### config.mk
export PLATFORM = sky130hd
export DESIGN_NAME = mipi_dphy_lane_tx_flat
export DESIGN_NICKNAME = d
export VERILOG_FILES = /design/src/rtl/mipi_dphy_pkg.sv /design/src/rtl/mipi_dphy_lane_tx_if.sv /design/src/rtl/mipi_dphy_tx_ser.sv /design/src/rtl/mipi_dphy_lane_tx.sv /design/src/flat_wrapper.sv
export SDC_FILE = /design/constraint.sdc
export NUM_CORES = 1
export LEC_CHECK = 0
export ABC_AREA = 1
export CORE_ASPECT_RATIO = 2
export CORE_MARGIN = 2
export CORE_UTILIZATION = 55
export CTS_CLUSTER_DIAMETER = 120
export DETAILED_ROUTE_END_ITERATION = 8
export GPL_ROUTABILITY_DRIVEN = 0
export PLACE_DENSITY = 0.86
export SKIP_CTS_REPAIR_TIMING = 1
export SKIP_LAST_GASP = 1
export SYNTH_ARGS = -nofsm -noshare
export SYNTH_HDL_FRONTEND = slang
export SYNTH_HIERARCHICAL = 1
export SYNTH_SLANG_ARGS = --single-unit
### constraint.sdc
create_clock -name clk -period 5.25 [get_ports clk]
set_clock_uncertainty 0.2 [all_clocks]
set_input_delay 0.525 -clock clk [delete_from_list [all_inputs] [get_ports clk]]
set_output_delay 0.525 -clock clk [all_outputs]
set_load 0.005 [all_outputs]
### src/rtl/mipi_dphy_pkg.sv
// Shared types and constants for the MIPI D-PHY data-lane transmitter.
//   state_e   : lane sequencer states
//   SYNC_BYTE : HS leader byte, sent LSB first
//   LP11/01/00: low-power line levels packed as {ap, an}
package mipi_dphy_pkg;

  typedef enum logic [3:0] {
    StDis,
    StStop,
    StHsRqst,
    StHsPrep,
    StHsZero,
    StHsSync,
    StHsData,
    StHsTrail,
    StHsExit
  } state_e;

  localparam logic [7:0] SYNC_BYTE = 8'hB8;

  typedef logic [1:0] lp_t;  // {ap, an}
  localparam lp_t LP11 = 2'b11;
  localparam lp_t LP01 = 2'b01;
  localparam lp_t LP00 = 2'b00;

  // States where the serializer is shifting out a byte
  function automatic logic is_hs_byte(state_e s);
    return (s == StHsSync) || (s == StHsData);
  endfunction

endpackage

### src/rtl/mipi_dphy_lane_tx_if.sv
// Byte-source handshake between the packet source and the lane transmitter.
//   txreq   : burst request (level)
//   txd     : payload byte, sent LSB first
//   txvalid : txd valid
//   txready : txd consumed on this cycle when txvalid=1
// master = packet source, slave = lane transmitter.
interface mipi_dphy_lane_tx_if;

  logic       txreq;
  logic [7:0] txd;
  logic       txvalid;
  logic       txready;

  modport master (output txreq, output txd, output txvalid, input txready);
  modport slave  (input txreq, input txd, input txvalid, output txready);

endinterface

### src/rtl/mipi_dphy_tx_ser.sv
// 8-bit LSB-first shift register with bit counter for the HS payload path.
//   clk, rst_n : clock, async active-low reset
//   load       : take din as the next byte, bit index restarts at 0
//   shift      : advance to the next bit
//   din        : byte to load
//   bit_nxt    : bit that will be on the line after this edge
//   last       : current bit is bit 7 (byte boundary)
//   last_nxt   : bit after this edge is bit 7
module mipi_dphy_tx_ser (
  input  logic       clk,
  input  logic       rst_n,
  input  logic       load,
  input  logic       shift,
  input  logic [7:0] din,
  output logic       bit_nxt,
  output logic       last,
  output logic       last_nxt
);

  logic [7:0] sreg_q, sreg_d;
  logic [2:0] idx_q, idx_d;

  always_comb begin
    sreg_d = sreg_q;
    idx_d  = idx_q;
    if (load) begin
      sreg_d = din;
      idx_d  = 3'd0;
    end else if (shift) begin
      sreg_d = {1'b0, sreg_q[7:1]};
      idx_d  = idx_q + 3'd1;
    end
  end

  always_ff @(posedge clk or negedge rst_n) begin
    if (!rst_n) begin
      sreg_q <= '0;
      idx_q  <= '0;
    end else begin
      sreg_q <= sreg_d;
      idx_q  <= idx_d;
    end
  end

  // The lane output is registered from the next state, so expose next-cycle values
  assign bit_nxt  = sreg_d[0];
  assign last     = (idx_q == 3'd7);
  assign last_nxt = (idx_d == 3'd7);

endmodule

### src/rtl/mipi_dphy_lane_tx.sv
// Transmit sequencer for one MIPI D-PHY data lane (one HS bit per clk).
// Generates LP-01 / LP-00 / HS-0 / sync / payload / trail / LP-11 and drives the
// pad buffer controls.
//   clk, rst_n : HS bit clock, async active-low reset
//   en         : lane enable, low tristates the pad
//   src        : byte-source handshake (slave side)
//   busy       : high outside DIS and STOP
//   ap, an     : P/N drive values
//   tp, tn     : P/N tristate (1 = high-Z)
//   hssel      : HS mode select
module mipi_dphy_lane_tx
  import mipi_dphy_pkg::*;
#(
  parameter int unsigned T_LPX        = 8,
  parameter int unsigned T_HS_PREPARE = 6,
  parameter int unsigned T_HS_ZERO    = 16,
  parameter int unsigned T_HS_TRAIL   = 10,
  parameter int unsigned T_HS_EXIT    = 12,
  parameter int unsigned CNT_W        = 8
) (
  input  logic                 clk,
  input  logic                 rst_n,
  input  logic                 en,
  mipi_dphy_lane_tx_if.slave   src,
  output logic                 busy,
  output logic                 ap,
  output logic                 an,
  output logic                 tp,
  output logic                 tn,
  output logic                 hssel
);

  localparam logic [CNT_W-1:0] LpxLd   = CNT_W'(T_LPX - 1);
  localparam logic [CNT_W-1:0] PrepLd  = CNT_W'(T_HS_PREPARE - 1);
  localparam logic [CNT_W-1:0] ZeroLd  = CNT_W'(T_HS_ZERO - 1);
  localparam logic [CNT_W-1:0] TrailLd = CNT_W'(T_HS_TRAIL - 1);
  localparam logic [CNT_W-1:0] ExitLd  = CNT_W'(T_HS_EXIT - 1);
  localparam logic [CNT_W-1:0] CntOne  = CNT_W'(1);

  state_e           st_q, st_d;
  logic [CNT_W-1:0] cnt_q, cnt_d;
  logic             cnt_zero;

  logic ap_q, an_q, tp_q, tn_q, hssel_q, txready_q, busy_q;
  logic ap_d, an_d, tp_d, tn_d, hssel_d, txready_d, busy_d;
  logic trail_bit;

  logic       load_sync, load_data, ser_shift;
  logic [7:0] ser_din;
  logic       ser_bit_nxt, ser_last, ser_last_nxt;

  assign ser_din = load_sync ? SYNC_BYTE : src.txd;

  mipi_dphy_tx_ser u_ser (
    .clk      (clk),
    .rst_n    (rst_n),
    .load     (load_sync | load_data),
    .shift    (ser_shift),
    .din      (ser_din),
    .bit_nxt  (ser_bit_nxt),
    .last     (ser_last),
    .last_nxt (ser_last_nxt)
  );

  assign cnt_zero = (cnt_q == '0);

  // Next state and timing counter
  always_comb begin
    st_d      = st_q;
    cnt_d     = cnt_q;
    load_sync = 1'b0;
    load_data = 1'b0;
    ser_shift = 1'b0;
    unique case (st_q)
      StDis: begin
        cnt_d = '0;
        if (en) st_d = StStop;
      end
      StStop: begin
        cnt_d = '0;
        // en has priority over a coincident request
        if (!en) begin
          st_d = StDis;
        end else if (src.txreq && src.txvalid) begin
          st_d  = StHsRqst;
          cnt_d = LpxLd;
        end
      end
      StHsRqst: begin
        if (!en) begin
          st_d  = StHsExit;
          cnt_d = ExitLd;
        end else if (cnt_zero) begin
          st_d  = StHsPrep;
          cnt_d = PrepLd;
        end else begin
          cnt_d = cnt_q - CntOne;
        end
      end
      StHsPrep: begin
        if (!en) begin
          st_d  = StHsExit;
          cnt_d = ExitLd;
        end else if (cnt_zero) begin
          st_d  = StHsZero;
          cnt_d = ZeroLd;
        end else begin
          cnt_d = cnt_q - CntOne;
        end
      end
      StHsZero: begin
        // Once in HS the sync byte always goes out; en is honoured at the boundary
        if (cnt_zero) begin
          st_d      = StHsSync;
          load_sync = 1'b1;
        end else begin
          cnt_d = cnt_q - CntOne;
        end
      end
      StHsSync, StHsData: begin
        if (ser_last) begin
          if (txready_q && src.txvalid) begin
            st_d      = StHsData;
            load_data = 1'b1;
          end else begin
            st_d  = StHsTrail;
            cnt_d = TrailLd;
          end
        end else begin
          ser_shift = 1'b1;
        end
      end
      StHsTrail: begin
        if (cnt_zero) begin
          st_d  = StHsExit;
          cnt_d = ExitLd;
        end else begin
          cnt_d = cnt_q - CntOne;
        end
      end
      StHsExit: begin
        if (cnt_zero) begin
          st_d  = en ? StStop : StDis;
          cnt_d = '0;
        end else begin
          cnt_d = cnt_q - CntOne;
        end
      end
      default: begin
        st_d  = StDis;
        cnt_d = '0;
      end
    endcase
  end

  // Output decode from the next state
  always_comb begin
    ap_d      = 1'b1;
    an_d      = 1'b1;
    tp_d      = 1'b0;
    tn_d      = 1'b0;
    hssel_d   = 1'b0;
    // Trail inverts the last bit on entry, then holds it
    trail_bit = (st_q == StHsTrail) ? ap_q : ~ap_q;
    unique case (st_d)
      StDis: begin
        tp_d = 1'b1;
        tn_d = 1'b1;
      end
      StStop, StHsExit: {ap_d, an_d} = LP11;
      StHsRqst:         {ap_d, an_d} = LP01;
      StHsPrep:         {ap_d, an_d} = LP00;
      StHsZero: begin
        hssel_d = 1'b1;
        ap_d    = 1'b0;
        an_d    = 1'b1;
      end
      StHsSync, StHsData: begin
        hssel_d = 1'b1;
        ap_d    = ser_bit_nxt;
        an_d    = ~ser_bit_nxt;
      end
      StHsTrail: begin
        hssel_d = 1'b1;
        ap_d    = trail_bit;
        an_d    = ~trail_bit;
      end
      default: begin
        tp_d = 1'b1;
        tn_d = 1'b1;
      end
    endcase
    txready_d = is_hs_byte(st_d) && ser_last_nxt && src.txreq && en;
    busy_d    = !((st_d == StDis) || (st_d == StStop));
  end

  always_ff @(posedge clk or negedge rst_n) begin
    if (!rst_n) begin
      st_q      <= StDis;
      cnt_q     <= '0;
      ap_q      <= 1'b1;
      an_q      <= 1'b1;
      tp_q      <= 1'b1;
      tn_q      <= 1'b1;
      hssel_q   <= 1'b0;
      txready_q <= 1'b0;
      busy_q    <= 1'b0;
    end else begin
      st_q      <= st_d;
      cnt_q     <= cnt_d;
      ap_q      <= ap_d;
      an_q      <= an_d;
      tp_q      <= tp_d;
      tn_q      <= tn_d;
      hssel_q   <= hssel_d;
      txready_q <= txready_d;
      busy_q    <= busy_d;
    end
  end

  assign ap          = ap_q;
  assign an          = an_q;
  assign tp          = tp_q;
  assign tn          = tn_q;
  assign hssel       = hssel_q;
  assign busy        = busy_q;
  assign src.txready = txready_q;

endmodule

### src/flat_wrapper.sv
// flat-port wrapper written by rule: the top's interface ports become plain ports
module mipi_dphy_lane_tx_flat import mipi_dphy_pkg::*;
#(
  parameter int unsigned T_LPX        = 8,
  parameter int unsigned T_HS_PREPARE = 6,
  parameter int unsigned T_HS_ZERO    = 16,
  parameter int unsigned T_HS_TRAIL   = 10,
  parameter int unsigned T_HS_EXIT    = 12,
  parameter int unsigned CNT_W        = 8
)
  (clk, rst_n, en, busy, ap, an, tp, tn, hssel, src_txreq, src_txd, src_txvalid, src_txready);
  mipi_dphy_lane_tx_if src_i ();
  input  logic clk;
  input  logic rst_n;
  input  logic en;
  output logic busy;
  output logic ap;
  output logic an;
  output logic tp;
  output logic tn;
  output logic hssel;
  input wire logic [$bits(src_i.txreq)-1:0] src_txreq;
  input wire logic [$bits(src_i.txd)-1:0] src_txd;
  input wire logic [$bits(src_i.txvalid)-1:0] src_txvalid;
  output wire logic [$bits(src_i.txready)-1:0] src_txready;
  assign src_i.txreq = src_txreq;
  assign src_i.txd = src_txd;
  assign src_i.txvalid = src_txvalid;
  assign src_txready = src_i.txready;
  mipi_dphy_lane_tx #(.T_LPX(T_LPX), .T_HS_PREPARE(T_HS_PREPARE), .T_HS_ZERO(T_HS_ZERO), .T_HS_TRAIL(T_HS_TRAIL), .T_HS_EXIT(T_HS_EXIT), .CNT_W(CNT_W)) u_core (.clk(clk), .rst_n(rst_n), .en(en), .src(src_i), .busy(busy), .ap(ap), .an(an), .tp(tp), .tn(tn), .hssel(hssel));
endmodule
# After elaboration in Yosys (flattened, before gate mapping)
# Cells that the tools add are included.
# totals
ff_bits,29
input_bits,13
word_cells,99
# classes
addsub,2
n_eq_ne,21
muxes,43
bitwise,4
reduce_logical,18
# ops
op,count
$mux W8,13
$pmux W8 S7,1
$mux W4,11
$eq A4 B3 Y1 const B,8
$pmux W4 S8,1
$eq A4 B2 Y1 const B,4
$mux W1,12
$mux W3,3
$eq A4 B1 Y1 const B,2
$eq A4 B4 Y1 const B,2
$logic_not A4 Y1,2
$logic_not A8 Y1,1
$reduce_or A8 Y1,1
$sub A8 B1 Y8 const B,1
$eq A3 B3 Y1 const B,2
$pmux W1 S3,2
$logic_and A1 B1 Y1,5
$ne A2 B2 Y1 const B,2
$reduce_or A2 Y1,2
$reduce_or A4 Y1,1
$add A3 B1 Y3 const B,1
$not A1 Y1,3
$reduce_and A3 Y1,1
$reduce_or A3 Y1,1
other kinds (5),6

# Logic depth before layout (Yosys ltp)
# logic_depth
depth_word,10
depth_mapped,16

# Hierarchy
# The synthesis kept the hierarchy.
# by_module_without_submodules
mod,instances,cells_per_inst,area_per_inst_um2,seq_area_each_um2
mipi_dphy_lane_tx,1,200,1420.1,454.2
mipi_dphy_tx_ser,1,62,559.3,275.3

# Least setup slack after synthesis
# Ideal clock, no wire load.
# synth_path
kind,register to register
start,register u_core.cnt_q[0]
end,register u_core.an_q (netlist: u_core/an)
setup_time_ps,64
t_arrival_ps,2024
t_required_ps,4986
path_slack_ps,2962
path_stages_with_launch,15
cell_sequence,dfrtp_1 inv_1 ha_1 nand2_1 nor2_8 nand2_4 o21ai_0 buf_6 inv_2 nand2_1 inv_1 nand2_1 nand3_1 or2_0 nand3_1
# synth_via
elab_chain_len,7
elab_cells_between_ends,21
classes_between,eq/ne: 4; mux: 13; bitwise: 2; reduce/logical: 2
# synth_rtl
element,line_no,source
from (decl),mipi_dphy_lane_tx.sv:41,"logic [CNT_W-1:0] cnt_q, cnt_d;"
from (signal assigned),mipi_dphy_lane_tx.sv:210,cnt_q <= cnt_d;
$logic_not A8 Y1 (*),mipi_dphy_lane_tx.sv:65,assign cnt_zero = (cnt_q == '0);
$mux W1 (*),mipi_dphy_lane_tx.sv:113,if (cnt_zero) begin
$mux W1 (*),mipi_dphy_lane_tx.sv:74,unique case (st_q)
$mux W8 / $or A1 B1 Y1 (equally long branches),"mipi_dphy_lane_tx.sv:52, mipi_dphy_lane_tx.sv:57",
$mux W8 (*),mipi_dphy_tx_ser.sv:26,if (load) begin
named net u_core.ser_bit_nxt,mipi_dphy_lane_tx.sv:50,"logic ser_bit_nxt, ser_last, ser_last_nxt;"
$not A1 Y1 (*),mipi_dphy_lane_tx.sv:181,an_d = ~ser_bit_nxt;
$pmux W1 S3 (*),mipi_dphy_lane_tx.sv:165,unique case (st_d)
named net u_core.an_d,mipi_dphy_lane_tx.sv:45,"logic ap_d, an_d, tp_d, tn_d, hssel_d, txready_d, busy_d;"
to (signal assigned),mipi_dphy_lane_tx.sv:212,an_q <= an_d;
to (decl),mipi_dphy_lane_tx.sv:44,"logic ap_q, an_q, tp_q, tn_q, hssel_q, txready_q, busy_q;"
# Mark *: on every way through the listed nets, which the timed path passes. The rest lies on a longest branch.
# A chain may end at the register's enable or synchronous reset.

# Final worst setup path
# Ends and elaborated chain as after synthesis.

==> impl_metrics.json <==
{
  "die_h_microns": 88.8,
  "slowest_stage": "dfrtp_1",
  "yosysTopAreaCell": "dfrtp_1",
  "synth_ff_type": "dfrtp_1",
  "cts_tree": "built",
  "grt.overflow.total": 0,
  "critPathArrivalTime_ns": 2.67,
  "port-buffer-count": 19,
  "rsz0062_at_grt": "no",
  "synth_area_leaders": "dfrtp_1, nand2_1, nand3_1",
  "tns_ns": 0,
  "vias_per_cell": 5.23,
  "ff2ff_setup_slack_ns": 2.60,
  "grt_first_pass_wirelength_microns": 7360,
  "synth_mux_area_share_pct": 0,
  "cpLargestDelayFamily": "simple AND/OR/NAND/NOR gates",
  "timing.rr.start": "u_core/cnt_q[0]$_DFFE_PN0P_",
  "clockRootBuffer": "clkbuf_8",
  "finalNetCount": 302,
  "grt_max_degree": 30,
  "syn_nets": 278,
  "powerDensity_nw_per_um2": 522,
  "synth_compound_area_share_pct": 6.70,
  "drc_errors": 0,
  "critPathKind": "reg -> reg",
  "netlist_instances": 262,
  "ctsHtreeMaxLevel": 2,
  "die_area_sq_um": 4120,
  "ir_drop_mv": 0.271,
  "hold_class": "reg -> reg",
  "path_cells": "inv_1 > ha_1 > nand2_1 > nor2_8 > nand2_4 > o21ai_0 > buf_4 > inv_2 > nand2_1 > inv_1 > nand2_1 > nand3_1 > or2_0 > nand3_1",
  "period_minus_slack_ns": 2.65,
  "yosys_warnings": 6,
  "required_ns": 5.27,
  "outcome": "complete, no violations",
  "hold_depth": 2,
  "worstMarginPinSlew_ns": 0.644,
  "startpoint": "u_core/cnt_q[0]$_DFFE_PN0P_",
  "fin_cells": 335,
  "slowest_delay_ns": 0.38,
  "clock_sinks": 29,
  "synth_top_area_share_pct": 32.9,
  "synth_cell_type_count": 34,
  "syn_area_per_cell_sq_um": 7.55,
  "placed_cell_area_sq_um": 2210,
  "num_rows": 30,
  "areaGrowthSynthToFinish_pct": 17.4,
  "post_drt_wl_per_cell_microns": 13.1,
  "p_total_mw": 1.21,
  "dpl.hpwl_microns": 3440,
  "antenna_cells": 0,
  "setup_viol": 0,
  "crit_top_cell": "nand2_1",
  "synthSimpleGateAreaFrac_pct": 43.4,
  "clk_pin_slew_worst_paths_ns": 0.07,
  "final_area_sq_um": 2320,
  "totalWireLength_microns": 4410,
  "crit_path_start_kind": "flop",
  "initial_core_util_pct": 57.9,
  "slew_headroom_pct": 56.9,
  "core_area_sq_um": 3420,
  "crit_fanout": 10,
  "synth_xor_area_share_pct": 2.65,
  "num_io_pins": 20,
  "end_kind": "flop",
  "synth_top_family_by_area": "simple AND/OR/NAND/NOR gates",
  "finalHoldViolations": 0,
  "synth_async_sr_flop_share_pct": 100,
  "numCtsBuffers": 5,
  "worstReg2RegEnd": "u_core/an$_DFF_PN1_",
  "synth-edff-count": 0,
  "ys_ff_latch": 29,
  "hold_end": "u_core/u_ser/sreg_q[2]$_DFFE_PN0P_",
  "place_inst": 327,
  "grt_pass1_vias": 1755,
  "ys_seq_area_share_pct": 36.9,
  "synth_adder_area_share_pct": 1.90,
  "drive_above_1_share_pct": 18.5,
  "nFillCells": 282,
  "clk_latency_ns": 0.28,
  "clk_path_buf_depth": 2,
  "die_x_microns": 46.4,
  "clock.fmax_mhz": 378,
  "dr.pass1.iters": 4,
  "slew_violations": 0,
  "min_from": "u_core/u_ser/sreg_q[3]$_DFFE_PN0P_",
  "antenna_left": 0,
  "dr_total_vias": 1752,
  "grt_antenna_before_repair": 0,
  "post-route-period-util_pct": 50.4,
  "grtUsageTotal_pct": 25.0,
  "r2r_cells": 14,
  "syn_area_sq_um": 1980,
  "maxCapViolations": 0,
  "path_buf_inv": 4,
  "p_leak_nw": 1.18,
  "drtIter0Drc": 38
}
-- worst min-delay path: stages, from the launching register on --
cell and delay, ns:
dfrtp_1 0.35, nand2_1 0.05, nand3_1 0.06
-- cell usage after synthesis, types with 3 or more instances --
cell type	number
o21ai_2	3
dfrtp_1	26
nand2_4	6
nor3_1	3
ha_1	3
xor2_1	4
nand3_1	24
nor2_1	24
o21ai_0	9
or2_2	4
nand4_1	6
inv_1	31
nor2_2	7
nand2_2	7
inv_2	4
nor2_4	4
nand2_1	72
dfstp_2	3
-- per-layer routing --
metal  global-route usage (%)  part of all wire (%)
met3                     4.69                   3.0
met5                        0                     0
met2                     45.7                    59
met4                     15.8                   3.3
met1                     23.4                    34
-- state kept, by name, indices dropped and copies added, names as in the netlist --
register	flops
u_core/u_ser/idx_q	3
u_core/busy	1
u_core/st_q	4
u_core/an	1
u_core/u_ser/sreg_q	8
u_core/tn	1
u_core/src.txready	1
u_core/cnt_q	8
u_core/hssel	1
u_core/ap	1
-- worst max-delay path by stage --
stage | depth (start not counted) | slack [ns] | endpoint
global placement | 11 | 2.73 | u_core/an$_DFF_PN1_
global route | 14 | 2.41 | u_core/an$_DFF_PN1_
detailed placement | 14 | 2.67 | u_core/an$_DFF_PN1_
floorplan | 14 | 2.96 | u_core/an$_DFF_PN1_
CTS | 14 | 2.62 | u_core/an$_DFF_PN1_
finish | 14 | 2.60 | u_core/an$_DFF_PN1_
-- cells by family (layout without fill, tap and decap cells) --
kind of cell	Yosys count	in the layout
AO/OA/AOI/OAI	19	19
buffers and inverters	39	64
XOR/XNOR	6	6
flip-flops	29	29
AND/OR/NAND/NOR	166	166
adder cells (fa/ha/maj)	3	3
-- through the flow --
stage	hold WS [ns]	util, %	worst slack (ns)
4_1_cts	0.296	68.0	2.62
2_1_floorplan	0.0294	-	2.96
3_3_place_gp	0.270	64.6	2.73
5_1_grt	0.320	68.0	2.41
3_5_place_dp	0.281	64.6	2.67
6_report	0.293	68.0	2.60
-- cells in the final DEF (no fill, tap or decap), drive strengths merged, types with 4 or more instances in the layout --
cell type      instances
nor3                   5
o21ai                 12
clkdlybuf4s50         19
or2                    7
nor2                  37
dfrtp                 26
clkbuf                 7
xor2                   4
nand2                 85
nand3                 24
inv                   35
nand4                  6
-- report_power, final --
group / total, mW / switching (mW) / internal (mW) / leakage (nW)
combinational: 0.609 / 0.380 / 0.229 / 0.746
clock: 0.239 / 0.0842 / 0.155 / 0.0585
sequential: 0.366 / 0.0602 / 0.306 / 0.374
-- layout make-up --
cell class              instances  area [sq um]  area share [%]
multi-input cells             194          1080            46.5
flip-flops and latches         29           729            31.4
repair buffers                 21           205            8.83
inverters                      35           131            5.65
clock buffers                   7          86.3            3.72
well taps                      48          60.1            2.58
clock inverters                 1          30.0            1.29
No activity file was read; power rests on OpenSTA's default activity.
